### src/rtl/noise_gate_pkg.sv
// Shared types and default level constants for the noise gate.
// The optional bypass port is enabled by defining NOISE_GATE_BYPASS_EN.
package noise_gate_pkg;

  typedef enum logic [2:0] {
    CLOSED  = 3'd0,
    ATTACK  = 3'd1,
    OPEN    = 3'd2,
    HOLD    = 3'd3,
    RELEASE = 3'd4
  } gate_state_t;

  localparam int DEFAULT_BITS_PER_LEVEL = 12;
  localparam int DEFAULT_ONE_LEVEL      = 1 << DEFAULT_BITS_PER_LEVEL;
  localparam int DEFAULT_OPEN_THR       = 256;
  localparam int DEFAULT_CLOSE_THR      = 128;
  localparam int DEFAULT_HOLD_SAMPLES   = 4;
  localparam int DEFAULT_ATTACK_STEP    = 512;
  localparam int DEFAULT_RELEASE_STEP   = 64;
  localparam int DEFAULT_ENV_SHIFT      = 2;

  // Magnitude of a 32-bit sample; the most negative value saturates to 2^31-1.
  function automatic logic [31:0] abs_sat(input logic signed [31:0] v);
    logic [31:0] r;
    r = v;
    if (v[31]) begin
      r = (v[30:0] == '0) ? 32'h7fff_ffff : 32'(-v);
    end
    return r;
  endfunction

endpackage

### src/rtl/noise_gate_envelope_follower.sv
// Envelope follower: |x| with saturation and a first-order smoother that
// moves env a 2^-env_shift fraction of the way toward |x| on each update.
module envelope_follower
  import noise_gate_pkg::*;
#(
  parameter int env_shift = DEFAULT_ENV_SHIFT
) (
  input  logic               clk,
  input  logic               rst,
  input  logic               en,
  input  logic signed [31:0] x,
  output logic        [31:0] env_next
);

  logic        [31:0] ax;
  logic        [31:0] env;
  logic signed [32:0] diff;
  logic signed [32:0] step;
  logic signed [32:0] sum;

  // NOTE: always_comb temporaries use blocking '=' and get a value on every
  // path, so no latch is inferred; registered state below uses '<=' only.
  always_comb begin
    ax       = abs_sat(x);
    diff     = $signed({1'b0, ax}) - $signed({1'b0, env});
    step     = diff >>> env_shift;
    sum      = $signed({1'b0, env}) + step;
    env_next = sum[32] ? '0 : sum[31:0];
  end

  always_ff @(posedge clk) begin
    if (rst) begin
      env <= '0;
    end else if (en) begin
      env <= env_next;
    end
  end

endmodule

### src/rtl/noise_gate.sv
// Noise gate: envelope-driven gain FSM with hysteresis, hold and ramped gain,
// feeding a single-entry valid/ready output register. Defining
// NOISE_GATE_BYPASS_EN adds a bypass input that passes x through unchanged.
module noise_gate
  import noise_gate_pkg::*;
#(
  parameter int bits_per_level = DEFAULT_BITS_PER_LEVEL,
  parameter int open_thr       = DEFAULT_OPEN_THR,
  parameter int close_thr      = DEFAULT_CLOSE_THR,
  parameter int hold_samples   = DEFAULT_HOLD_SAMPLES,
  parameter int attack_step    = DEFAULT_ATTACK_STEP,
  parameter int release_step   = DEFAULT_RELEASE_STEP,
  parameter int env_shift      = DEFAULT_ENV_SHIFT
) (
  input  logic               clk,
  input  logic               rst,
  input  logic signed [31:0] x,
  input  logic               in_valid,
  output logic               in_ready,
  output logic signed [31:0] out,
  output logic               out_valid,
  input  logic               out_ready,
`ifdef NOISE_GATE_BYPASS_EN
  input  logic               bypass,
`endif
  output logic        [2:0]  gate_state
);

  localparam int              GAIN_W    = bits_per_level + 1;
  localparam logic [GAIN_W-1:0] ONE_LEVEL = {1'b1, {bits_per_level{1'b0}}};
  localparam logic [32:0]     ONE_W     = 33'(ONE_LEVEL);
  localparam logic [32:0]     ATK_W     = 33'(attack_step);
  localparam logic [32:0]     REL_W     = 33'(release_step);
  localparam logic [31:0]     OPEN_T    = 32'(open_thr);
  localparam logic [31:0]     CLOSE_T   = 32'(close_thr);
  localparam logic [31:0]     HOLD_INIT = 32'(hold_samples);
  localparam logic            HOLD_EN   = (hold_samples > 0);

  gate_state_t        state;
  logic [GAIN_W-1:0]  gain;
  logic [31:0]        hold_cnt;
  logic [31:0]        env_next;
  logic               accept;
  logic               bypass_on;
  logic               gate_en;
  logic               above_open;
  logic               below_close;
  logic [32:0]        gain_up_w;
  logic [GAIN_W-1:0]  gain_up;
  logic [GAIN_W-1:0]  gain_dn;
  logic signed [63:0] x_wide;
  logic signed [63:0] gain_wide;
  logic signed [63:0] prod;
  logic signed [31:0] gated;

`ifdef NOISE_GATE_BYPASS_EN
  assign bypass_on = bypass;
`else
  assign bypass_on = 1'b0;
`endif

  assign in_ready   = !out_valid || out_ready;
  assign accept     = in_valid && in_ready;
  assign gate_en    = accept && !bypass_on;
  assign gate_state = state;

  envelope_follower #(
    .env_shift (env_shift)
  ) u_env (
    .clk      (clk),
    .rst      (rst),
    .en       (gate_en),
    .x        (x),
    .env_next (env_next)
  );

  assign above_open  = (env_next >= OPEN_T);
  assign below_close = (env_next < CLOSE_T);

  // Gain ramps are computed wide so steps larger than the range still clamp.
  always_comb begin
    gain_up_w = 33'(gain) + ATK_W;
    gain_up   = (gain_up_w >= ONE_W) ? ONE_LEVEL : gain_up_w[GAIN_W-1:0];
    gain_dn   = (33'(gain) <= REL_W) ? '0 : (gain - REL_W[GAIN_W-1:0]);
  end

  always_comb begin
    x_wide    = {{32{x[31]}}, x};
    gain_wide = {{(64 - GAIN_W){1'b0}}, gain};
    prod      = x_wide * gain_wide;
    gated     = 32'(prod >>> bits_per_level);
  end

  always_ff @(posedge clk) begin
    if (rst) begin
      out       <= '0;
      out_valid <= 1'b0;
    end else if (accept) begin
      out       <= bypass_on ? x : gated;
      out_valid <= 1'b1;
    end else if (out_ready) begin
      out_valid <= 1'b0;
    end
  end

  // Transitions look at env_next so the decision uses the sample just taken.
  always_ff @(posedge clk) begin
    if (rst) begin
      state    <= CLOSED;
      gain     <= '0;
      hold_cnt <= '0;
    end else if (gate_en) begin
      case (state)
        CLOSED: begin
          gain <= '0;
          if (above_open) state <= ATTACK;
        end
        ATTACK: begin
          gain <= gain_up;
          if (below_close)               state <= RELEASE;
          else if (gain_up == ONE_LEVEL) state <= OPEN;
        end
        OPEN: begin
          gain <= ONE_LEVEL;
          if (below_close) begin
            if (HOLD_EN) begin
              hold_cnt <= HOLD_INIT;
              state    <= HOLD;
            end else begin
              state <= RELEASE;
            end
          end
        end
        HOLD: begin
          if (above_open) begin
            state <= OPEN;
          end else begin
            hold_cnt <= hold_cnt - 32'd1;
            if (hold_cnt <= 32'd1) state <= RELEASE;
          end
        end
        RELEASE: begin
          gain <= gain_dn;
          if (above_open)       state <= ATTACK;
          else if (gain_dn == '0) state <= CLOSED;
        end
        default: begin
          state <= CLOSED;
          gain  <= '0;
        end
      endcase
    end
  end

endmodule

### config.mk
export PLATFORM = sky130hd
export DESIGN_NAME = noise_gate
export DESIGN_NICKNAME = d
export VERILOG_FILES = /design/src/rtl/noise_gate_pkg.sv /design/src/rtl/noise_gate_envelope_follower.sv /design/src/rtl/noise_gate.sv
export SDC_FILE = /design/constraint.sdc
export NUM_CORES = 1
export LEC_CHECK = 0
export BUFFER_PORTS_ARGS = -buffer_cell sky130_fd_sc_hd__buf_2
export CELL_PAD_IN_SITES_DETAIL_PLACEMENT = 1
export CELL_PAD_IN_SITES_GLOBAL_PLACEMENT = 1
export CORE_ASPECT_RATIO = 1.75
export CORE_MARGIN = 2
export CORE_UTILIZATION = 45
export DETAILED_ROUTE_END_ITERATION = 10
export PLACE_DENSITY_LB_ADDON = 0.05
export SLEW_MARGIN = 40
export SYNTH_ARGS = -nofsm -noshare
export SYNTH_HDL_FRONTEND = slang
export SYNTH_SLANG_ARGS = --single-unit
### constraint.sdc
create_clock -name clk -period 20.5 [get_ports clk]
set_input_delay 4.1 -clock clk [delete_from_list [all_inputs] [get_ports clk]]
set_output_delay 4.1 -clock clk [all_outputs]
set_load 0.005 [all_outputs]
==> impl_metrics.ini, run 1 <==
[critical_path]
crit_buf_inv = 2
worst_path_largest_cell_delay_ps = 710
cp-end-kind = register
crit_top_cell = a21oi_1
cp-start-kind = input port
arrival_ps = 13410
crit_fanout = 59
crit_slowest_cell = or4b_2
crit_family = simple AND/OR/NAND/NOR gates
critPathRequiredTime_ps = 20880
crit_type = input port to register

[clock_tree]
htreeDepth = 4
clock-sinks = 113
cts.clk_slew.worst_paths_ps = 70
cts_setup_buffers = 0
clock-root-buffer = clkbuf_16
cts-resized-gates = 0
cts_tree = yes
cts_hold_buf = 0
clock_latency_ps = 470
cts-buffers-inserted = 17
clockBufferDepth = 2

[global_route]
overflow = 0
grt_use_total_pct = 31.2
grt_antenna_before_repair = 0
grt_max_degree = 60
grt_first_pass_wirelength_um = 127000
grt_pass1_vias = 22735

[worst_hold_path]
hold_path_class = register to register

[timing]
worstMarginPinSlew_ps = 876
timing.final.crit_share_pct = 63.6
skew_ps = 18.7
relSlewSlack_pct = 41.1
finalCriticalPeriod_ps = 13030
fin_setup_tns_ps = 0
rsz0062_at_grt = no
clock.fmax_ghz = 0.0768
setup_viol = 0
slew_viol_final = 0
hold_viol = 0

[cells_and_area]
seqCellArea_um2 = 2270
multiInputGateArea_um2 = 18700
area_growth_pct = 5.95
final_layout_size_suffix_gt1_share_pct = 6.88
fillers = 6150
antenna_cells = 0
layout.nets = 3336
final_cells = 3441

[placement]
gp_congestion = 0.963
dp.cells = 3409
place_hpwl_um = 63600
port_buffers = 72

[logic_synthesis]
yosysTopAreaCell = fa_1
async_reset_ff_share_pct = 0
yosysTopAreaCellShare_pct = 31.9
synth.distinct_cells = 83
syn_area_um2 = 23100
ys_warn_count = 0
syn_avg_cell_area_um2 = 8.23
ys.flop_type = dfxtp_1
synth_area_leaders = fa_1, dfxtp_1, ha_1
synthesis.nets = 3384
ys_seq_area_share_pct = 9.79
syn_inst = 2810
synth_edf_count = 0
synth-seq-cells = 113

[route]
drc = 0
wl_per_cell_um = 23.6
ant_nets = 0
vias = 20196
first_pass_iters = 5
viasPerCell = 5.87
drt-total-wl_um = 81100
initialDrtViolationCount = 939

[status]
status = finished clean

[floorplanning]
core_area_um2 = 50600
initial_core_util_pct = 45.7
dieWidth_um = 175
io_pins = 73
dieArea_um2 = 53300
die_h_um = 304
rows = 109

[power_and_ir_drop]
cellLeakagePower_nw = 11.2
ir_drop_v = 0.0000972
power_mw = 1.92
powerDensity_nw_per_um2 = 78.6

[job]
maxCapViolations = 0
-- cell usage in the layout, fill, tap and decap left out, types with 30 or more instances in the layout --
cell type / instances
o21ai_0: 129
a21o_1: 30
fa_1: 368
buf_2: 72
nand3_1: 46
nand2_1: 323
dfxtp_1: 108
nor2_1: 117
ha_1: 170
inv_1: 400
nor3_1: 43
or3_1: 33
and2_1: 240
xnor2_1: 67
a21oi_1: 151
-- per-stage QoR --
step / utilization, % / setup WS, ps / hold slack [ps] / cell area (um2)
finish: 48.4 / 7470 / 456 / 24500
global route: 48.4 / 7000 / 488 / 24500
CTS: 48.4 / 7560 / 456 / 24500
detailed placement: 47.2 / 7110 / 447 / 23900
global placement: 47.2 / 7160 / 436 / 23900
floorplan: - / 9000 / 444 / 23100
-- tightest hold or removal path, stage by stage, from the launching register on --
cell and delay, ps:
dfxtp_1 310, nand2_1 50, a21oi_1 50
-- Yosys cell counts (all sizes together), types with 17 or more instances --
master and instances:
inv 400, fa 368, nand2 324, and2 243, ha 170, clkbuf 158
a21oi 151, o21ai 132, nor2 117, dfxtp 113, xnor2 67, nand3 46
nor3 43, or3 39, a21o 30, or4 28, o21a 26, nand4 25
o31ai 22, o211ai 21, nand2b 20, a31oi 18, nor2b 18, xor2 18
or2 17
-- path summary, 6_finish.rpt --
kind / start / to / slack [ps] / cells after the start
min reg2reg: out[25] / out[25] / 460 / 2
max reg2reg: gain[8] / out[27] / 12720 / 22
max: x[2] / hold_cnt[12] / 7470 / 32
min: out[25] / out[25] / 460 / 2
-- flip-flops by register name, summed over array words and instances, names as in the netlist --
name and cells:
u_env.env 32, out 32, hold_cnt 32, gain 13, out_valid 1, gate_state 3
-- per-layer routing --
layer	up-vias	share of wire (%)	GRT usage [%]
met5	-	0	0
met4	0	5.5	16.1
met3	195	3.1	2.87
met2	425	55	60.4
met1	10475	36	32.7
li1	9101	-	-
-- area by class of cell --
cell class              count  area share, %
clock buffers              17           1.74
well taps                 666           3.40
inverters                 401           6.15
multi-input cells        2129           76.5
repair buffers            100           2.33
flip-flops and latches    113           9.28
clock inverters            15          0.649
-- cell families after synthesis --
family / Yosys count / synth area share (%)
buf+inv: 568 / 9.42
simple gates: 978 / 21.9
mux: 3 / 0.130
compound gates: 525 / 14.5
flops: 113 / 9.79
xor+xnor: 85 / 3.22
fa+ha+maj: 538 / 41.1
-- where the power goes --
group	internal, mW	switching [mW]
Sequential	0.249	0.0367
Clock	0.173	0.147
Combinational	0.472	0.848
Total	0.894	1.03
No activity file was read; power rests on OpenSTA's default activity.
==> inputs of run 2 (changes only) <==
Settings changed: ABC_AREA set to 1, CORE_UTILIZATION 45 to 44.
Clock period 20.5 ns to 11.8 ns, I/O delays scaled along.
==> impl_metrics.ini, run 2 <==
[floorplanning]
die_h_um = 315
rows = 114
dieWidth_um = 182
core_area_um2 = 54900
dieArea_um2 = 57300
initial_core_util_pct = 44.3
io_pins = 73

[route]
viasPerCell = 5.44
vias = 22474
wl_per_cell_um = 21.6
first_pass_iters = 7
drt-total-wl_um = 89300
initialDrtViolationCount = 949
ant_nets = 0
drc = 0

[clock_tree]
htreeDepth = 4
cts.clk_slew.worst_paths_ps = 60
cts-buffers-inserted = 17
clockBufferDepth = 2
clock-sinks = 113
cts_tree = yes
cts_setup_buffers = 0
clock_latency_ps = 490
cts-resized-gates = 0
cts_hold_buf = 0
clock-root-buffer = clkbuf_16

[critical_path]
crit_fanout = 32
arrival_ps = 10200
crit_top_cell = nand2_1
crit_family = simple AND/OR/NAND/NOR gates
worst_path_largest_cell_delay_ps = 490
crit_buf_inv = 3
cp-start-kind = input port
crit_type = input port to register
cp-end-kind = register
crit_slowest_cell = a21oi_4
critPathRequiredTime_ps = 12150

[timing]
setup_viol = 0
worstMarginPinSlew_ps = 899
skew_ps = 27.5
finalCriticalPeriod_ps = 9850
rsz0062_at_grt = no
hold_viol = 0
fin_setup_tns_ps = 0
setup_ws_ps = 1950
holdWs_ps = 490
relSlewSlack_pct = 39.7
clock.fmax_ghz = 0.101
timing.final.crit_share_pct = 83.5
slew_viol_final = 0

[logic_synthesis]
syn_inst = 3456
ys_seq_area_share_pct = 9.29
yosysTopAreaCellShare_pct = 30.3
yosysTopAreaCell = fa_1
async_reset_ff_share_pct = 0
synth_common_cells = nand2_1, inv_1, fa_1
synth-seq-cells = 113
ys_warn_count = 0
synth_area_leaders = fa_1, nand2_1, inv_1
synth.distinct_cells = 53
syn_area_um2 = 24300
ys.flop_type = dfxtp_1
syn_avg_cell_area_um2 = 7.05
synthesis.nets = 4030
synth.most_common_cell = nand2_1
synth_edf_count = 0

[power_and_ir_drop]
cellLeakagePower_nw = 14.5
powerDensity_nw_per_um2 = 111
ir_drop_v = 0.000116
power_mw = 2.86

[cells_and_area]
layout_commonest_cell = nand2_1
layout.nets = 3993
final_layout_size_suffix_gt1_share_pct = 5.71
seqCellArea_um2 = 2270
area_growth_pct = 5.56
layout_common_cells = nand2_1, inv_1, fa_1, nor2_1, a21oi_1
fillers = 7195
biggestRegsByFlops = hold_cnt: 32 flops, out: 32 flops, u_env.env: 32 flops
multiInputGateArea_um2 = 18500

[global_route]
grt_use_total_pct = 32.3
grt_pass1_vias = 25305
grt_antenna_before_repair = 2
grt_first_pass_wirelength_um = 140000
overflow = 0
grt_max_degree = 104

[placement]
place_hpwl_um = 72100
gp_congestion = 0.938
place_ws_ps = 1490
port_buffers = 72

[status]
status = finished clean

[job]
maxCapViolations = 0

[worst_hold_path]
hold_path_class = register to register
## run 2: cell count changes in the layout (fill, tap and decap cells not counted), sizes merged, moves of 18 or more
cell / previous run / this run
or3: 39 / 1
xnor2: 67 / 42
nand2b: 20 / 0
nand3: 46 / 108
inv: 411 / 791
nand2: 324 / 826
xor2: 18 / 84
and2: 243 / 1
nor2b: 18 / 0
or4: 28 / 2
a21oi: 151 / 201
a21o: 30 / 8
nor2: 117 / 264
## run 2: cell families (layout without fill, tap and decap cells)
family / count (synthesis) / count (layout) / share of synthesized area, %
fa+ha+maj: 538 / 538 / 39.0
xor+xnor: 126 / 126 / 4.53
simple gates: 1305 / 1305 / 22.3
buf+inv: 942 / 918 / 15.0
compound gates: 432 / 432 / 9.97
other cells: 0 / 1 / 0
flops: 113 / 113 / 9.29
## run 2: report_power, final
part	switching, mW	internal [mW]	total, mW
combinational	1.27	0.578	1.85
clock	0.240	0.312	0.552
sequential	0.0437	0.421	0.464
total	1.55	1.31	2.86
## run 2: final cells by class
cell class | count | area share, %
Antenna cell | 1 | 0.00974
Clock buffer | 17 | 1.66
Inverter | 789 | 11.5
Clock inverter | 15 | 0.613
Timing Repair Buffer | 97 | 2.20
Tap cell | 696 | 3.39
Multi-Input combinational cell | 2401 | 71.8
Sequential cell | 113 | 8.83
## run 2: worst reg2reg max path, delay by kind of cell (launching register included)
| kind | cells | cell delay (ps) |
|---|---|---|
| compound gates | 8 | 2300 |
| xor+xnor | 1 | 190 |
| fa+ha+maj | 7 | 3430 |
| buf+inv | 5 | 690 |
| flops | 1 | 570 |
| simple gates | 2 | 330 |
## run 2: path summary, 6_finish.rpt
check        cells past startpoint  slack (ps)           end          from
max reg2reg                     23        4180       out[27]       gain[3]
min reg2reg                      2         490  hold_cnt[31]  hold_cnt[31]
max                             34        1950  hold_cnt[13]          x[2]
min                              2         490  hold_cnt[31]  hold_cnt[31]
## run 2: routing by layer
layer	up-vias	routed length (um)	track usage [%]
li1	10312	-	-
met1	11436	30300	31.2
met2	472	50400	64.4
met3	250	2780	3.56
met4	4	5790	19.8
met5	-	23	0
## run 2: metrics by stage
stage / area, um2 / utilization [%] / instances
2_1_floorplan: 24300 / - / 3456
3_3_place_gp: 25100 / 45.7 / 4095
3_5_place_dp: 25100 / 45.7 / 4096
4_1_cts: 25700 / 46.8 / 4128
5_1_grt: 25700 / 46.8 / 4128
6_report: 25700 / 46.8 / 4129
